[src/rtl/result_ram_reader.sv]
// Streams the DIM*DIM product matrix out of the registered result RAM over a valid/ready port.
// Build option ROW_ORDER_EN: read in row-major order instead of the RAM's native column-major order.
module result_ram_reader #(
    parameter int unsigned DIM    = 8,
    parameter int unsigned DATA_W = 19,
    parameter int unsigned ADDR_W = 6,
    parameter int unsigned DEPTH  = 2
) (
    input  logic              clk,
    input  logic              reset,
    input  logic              start,
    output logic              ram_rd_en,
    output logic [ADDR_W-1:0] ram_addr,
    input  logic [DATA_W-1:0] ram_rdata,
    output logic [DATA_W-1:0] out_data,
    output logic [ADDR_W-1:0] out_index,
    output logic              out_valid,
    input  logic              out_ready,
    output logic              out_last,
    output logic              busy,
    output logic              done
);

    localparam int unsigned     N       = DIM * DIM;
    localparam logic [ADDR_W:0] LAST_RD = (ADDR_W + 1)'(N - 1);

    typedef enum logic [1:0] {
        S_IDLE,
        S_RUN,
        S_DRAIN,
        S_DONE
    } state_t;

    state_t state, state_nx;

    logic [ADDR_W:0]   rd_cnt;
    logic [ADDR_W-1:0] rd_addr;
    logic              issue;
    logic              push;
    logic              pop;

    logic              inflight;
    logic [ADDR_W-1:0] inflight_addr;
    logic              inflight_last;

    logic [DATA_W-1:0] fifo_data  [2];
    logic [ADDR_W-1:0] fifo_index [2];
    logic              fifo_last  [2];
    logic              wr_ptr;
    logic              rd_ptr;
    logic [1:0]        count;

    logic [2:0]        occupancy;
    logic [2:0]        issue_limit;

`ifdef ROW_ORDER_EN
    localparam logic [ADDR_W:0] DIM_W = (ADDR_W + 1)'(DIM);
    assign rd_addr = ADDR_W'(DIM_W * (rd_cnt % DIM_W) + rd_cnt / DIM_W);
`else
    assign rd_addr = rd_cnt[ADDR_W-1:0];
`endif

    assign out_valid = (count != 2'd0);
    assign pop       = out_valid & out_ready;
    assign push      = inflight;

    // Issue rule "count + inflight - pop < DEPTH" rearranged to avoid underflow.
    assign occupancy   = {1'b0, count} + {2'b00, inflight};
    assign issue_limit = 3'(DEPTH) + {2'b00, pop};

    always_comb begin
        state_nx = state;
        issue    = 1'b0;
        case (state)
            S_IDLE: begin
                if (start) begin
                    state_nx = S_RUN;
                end
            end
            S_RUN: begin
                issue = (occupancy < issue_limit);
                if (issue && (rd_cnt == LAST_RD)) begin
                    state_nx = S_DRAIN;
                end
            end
            S_DRAIN: begin
                if (pop && fifo_last[rd_ptr]) begin
                    state_nx = S_DONE;
                end
            end
            S_DONE: begin
                state_nx = S_IDLE;
            end
            default: begin
                state_nx = S_IDLE;
            end
        endcase
    end

    always_ff @(posedge clk) begin
        if (!reset) begin
            state         <= S_IDLE;
            rd_cnt        <= '0;
            inflight      <= 1'b0;
            inflight_addr <= '0;
            inflight_last <= 1'b0;
        end else begin
            state <= state_nx;
            if (state == S_IDLE && start) begin
                rd_cnt <= '0;
            end else if (issue) begin
                rd_cnt <= rd_cnt + (ADDR_W + 1)'(1);
            end
            inflight      <= issue;
            inflight_addr <= rd_addr;
            inflight_last <= (rd_cnt == LAST_RD);
        end
    end

    always_ff @(posedge clk) begin
        if (!reset) begin
            for (int unsigned i = 0; i < 2; i++) begin
                fifo_data[i]  <= '0;
                fifo_index[i] <= '0;
                fifo_last[i]  <= 1'b0;
            end
            wr_ptr <= 1'b0;
            rd_ptr <= 1'b0;
            count  <= '0;
        end else begin
            if (push) begin
                fifo_data[wr_ptr]  <= ram_rdata;
                fifo_index[wr_ptr] <= inflight_addr;
                fifo_last[wr_ptr]  <= inflight_last;
                wr_ptr             <= ~wr_ptr;
            end
            if (pop) begin
                rd_ptr <= ~rd_ptr;
            end
            case ({push, pop})
                2'b10:   count <= count + 2'd1;
                2'b01:   count <= count - 2'd1;
                default: count <= count;
            endcase
        end
    end

    assign ram_rd_en = issue;
    assign ram_addr  = issue ? rd_addr : '0;

    assign out_data  = out_valid ? fifo_data[rd_ptr]  : '0;
    assign out_index = out_valid ? fifo_index[rd_ptr] : '0;
    assign out_last  = out_valid ? fifo_last[rd_ptr]  : 1'b0;

    assign busy = (state != S_IDLE);
    assign done = (state == S_DONE);

endmodule

[config.mk]
export PLATFORM = sky130hd
export DESIGN_NAME = result_ram_reader
export DESIGN_NICKNAME = d
export VERILOG_FILES = /design/src/rtl/result_ram_reader.sv
export SDC_FILE = /design/constraint.sdc
export NUM_CORES = 1
export LEC_CHECK = 0
export BUFFER_PORTS_ARGS = -buffer_cell sky130_fd_sc_hd__buf_2
export CAP_MARGIN = 15
export CORE_ASPECT_RATIO = 0.75
export CORE_MARGIN = 1
export CORE_UTILIZATION = 60
export DETAILED_ROUTE_END_ITERATION = 8
export PLACE_DENSITY = 0.85
export SYNTH_ARGS = -nofsm -noshare
export SYNTH_HDL_FRONTEND = slang
export SYNTH_SLANG_ARGS = --single-unit
[constraint.sdc]
create_clock -name clk -period 2.9 [get_ports clk]
set_input_delay 0.145 -clock clk [delete_from_list [all_inputs] [get_ports clk]]
set_output_delay 0.145 -clock clk [all_outputs]
set_load 0.005 [all_outputs]
==> impl_metrics.tcl <==
set metrics [dict create \
    fin_nets 375 \
    die_w_um 88.2 \
    drive_above_1_share_pct 25.0 \
    rows 23 \
    cp-end-kind "output pin" \
    min_path_type "input pin to flop" \
    synthArstFlopShare_pct 0 \
    synth_area_leaders "edfxtp_1 45%, dfxtp_1 14%, and2_1 10%" \
    avgRoutedWirePerCell_um 15.0 \
    gr-total-overflow 0 \
    yosys_warnings 0 \
    required_ps 2760 \
    initial_utilization_pct 62.4 \
    tns_ps 0 \
    drv_cap 0 \
    dp_slack_ps 879 \
    rsz0062_at_grt "false" \
    fin_crit_ps 2320 \
    holdPathStages 2 \
    vias 2176 \
    avgSynthCellArea_um2 11.8 \
    ys_seq_area_share_pct 59.3 \
    wirelength_um 6330 \
    io_pins 59 \
    drtIter0Drc 113 \
    setup_ws_ps 578 \
    synth_cell_types 34 \
    dp.cells 407 \
    slew-limit-headroom_pct 50.6 \
    numPortBuffers 58 \
    area_delta_synth_final_pct 16.7 \
    synth_nets 314 \
    synth_top_area_share_pct 44.9 \
    clock_path_buffers 2 \
    setup_violations 0 \
    clk_latency_ps 340 \
    power_leakage_nw 1.68 \
    rr_startpoint "count[0]" \
    post-route-util_pct 72.9 \
    status "completed" \
    dp.final_hpwl_um 4040 \
    period_share_pct 80.1 \
    place.gp.congestion 0.752 \
    die_h_um 66.6 \
    grt_pass1_vias 2018 \
    via_per_inst 5.14 \
    cp_max_fo 13 \
    fmax_mhz 431 \
    cts_resized 0 \
    firstDrtPassIters 4 \
    grt.total_usage_pct 23.6 \
    antenna_found_initial 0 \
    slew_violations 0 \
    cts_tree "yes" \
    final_cells 423 \
    synth_cells 282 \
    grt_max_degree 29 \
    whs_endpoint "fifo_data[1][2]" \
    pwr_density_cell_nw_per_um2 752 \
    worst_slew_pin_slew_ps 741 \
    drc 0 \
    hold_viol 0 \
    die-area_um2 5870 \
    clk_pin_slew_ps 70 \
    ys_ff_latch 74 \
    antennaDiodeCount 0 \
    cp_data_arrival_time_ps 2180 \
    r2r_cells 6 \
    worst_setup_path_start_kind "flop" \
    holdBufCountCts 0 \
    clock_sinks 74 \
    n_fill_cell 397 \
    peakVddDrop_mv 0.338 \
    r2r-end "rd_cnt[1]" \
    fin_worst_skew_ps 6.54 \
    cts_root_buffer "clkbuf_8" \
    reg2reg_slack_ps 850 \
    holdCritStartpoint "ram_rdata[2]" \
    critPathKind "flop to output pin" \
    cts_max_level 3 \
    whs_ps 81.5 \
    numCtsBuffers 9 \
    drtAntennaViolNets 0 \
    coreArea_um2 5350 \
    synth_top_area_cell "edfxtp_1" \
    synth.cell_area_um2 3340 \
    cts_setup_buffers 0 \
    synth_edf_count 50 \
    synthFlopType "edfxtp_1" \
    grt_pass1_wl_um 9810 \
]
registers in the layout, indices dropped and copies added (netlist names), named ones only:
register / cells
count: 2
fifo_data: 38
fifo_index: 12
fifo_last: 2
inflight: 1
inflight_addr: 6
inflight_last: 1
rd_cnt: 7
rd_ptr: 1
state: 2
wr_ptr: 1
logic make-up after synthesis:
logic type | share of synthesized area [%]
AO/OA/AOI/OAI | 2.73
XOR/XNOR | 2.36
adder cells (fa/ha/maj) | 3.37
buffers and inverters | 2.73
flip-flops | 59.3
multiplexers | 8.39
AND/OR/NAND/NOR | 21.1
area by class of cell:
class,count,area [um2],area share [%]
clock inverters,3,40.0,1.03
inverters,8,30.0,0.770
repair buffers,64,335,8.60
multi-input cells,186,1270,32.6
clock buffers,13,149,3.82
flip-flops and latches,74,1980,50.8
well taps,75,93.8,2.41
Yosys cell counts (2+ instances only):
master and instances:
and2_1 56, edfxtp_1 50, nor2_1 38, mux2i_1 28, dfxtp_1 24, clkbuf_1 9
ha_1 9, nand2_1 9, and3_1 8, inv_1 8, xor2_1 7, buf_2 4
a21oi_1 3, nand3_1 3, and2_2 2, and3_2 2, nand2b_1 2, nand4_1 2
o21ai_0 2, xnor2_1 2
worst max-delay path, cell delays in order (launching register included):
cell	delay (ps)
dfxtp_1	380
ha_1	220
ha_1	210
nor2b_1	590
and2_1	300
buf_2	140
stage by stage:
step,power [mW],area (um2)
floorplan,1.92,3340
global placement,2.15,3710
detailed placement,2.18,3710
CTS,2.95,3900
global route,3.10,3900
finish,2.93,3900
worst max path at each step:
| stage | startpoint | to | slack (ps) |
|---|---|---|---|
| floorplan | inflight | fifo_data[1][0] | 1130 |
| global placement | count[0] | rd_cnt[1] | 990 |
| detailed placement | count[0] | rd_cnt[1] | 880 |
| CTS | count[0] | ram_rd_en | 590 |
| global route | count[0] | ram_rd_en | 390 |
| finish | count[0] | ram_rd_en | 580 |
cells in the final DEF, fill, tap and decap left out, drive strengths merged:
master and count:
clkinv 2, nor3 1, clkbuf 13, and3 10
a311oi 1, nand4 3, ha 9, xnor2 2
buf 64, dfxtp 24, mux2i 28, nand3 3
o21a 1, nor4b 1, o21ai 5, a21bo 1
or3 1, xor2 7, nor3b 1, bufinv 1
a32o 1, nand2b 2, inv 8, nor2 38
nand2 9, edfxtp 50, nor2b 1, and2 58
a21oi 3
metal layers:
metal,up-vias,global-route usage [%],part of all wire (%)
met5,-,0,0
li1,1083,-,-
met1,1023,29.5,44
met4,0,9.88,2.3
met2,57,37.1,48
met3,13,8.55,4.9
report_power, final:
group          total [mW]  switching, mW  internal (mW)
combinational       0.800          0.457          0.343
sequential           1.37          0.100           1.27
clock               0.764          0.345          0.419
total                2.93          0.902           2.03
(Power assumes the default switching activity.)
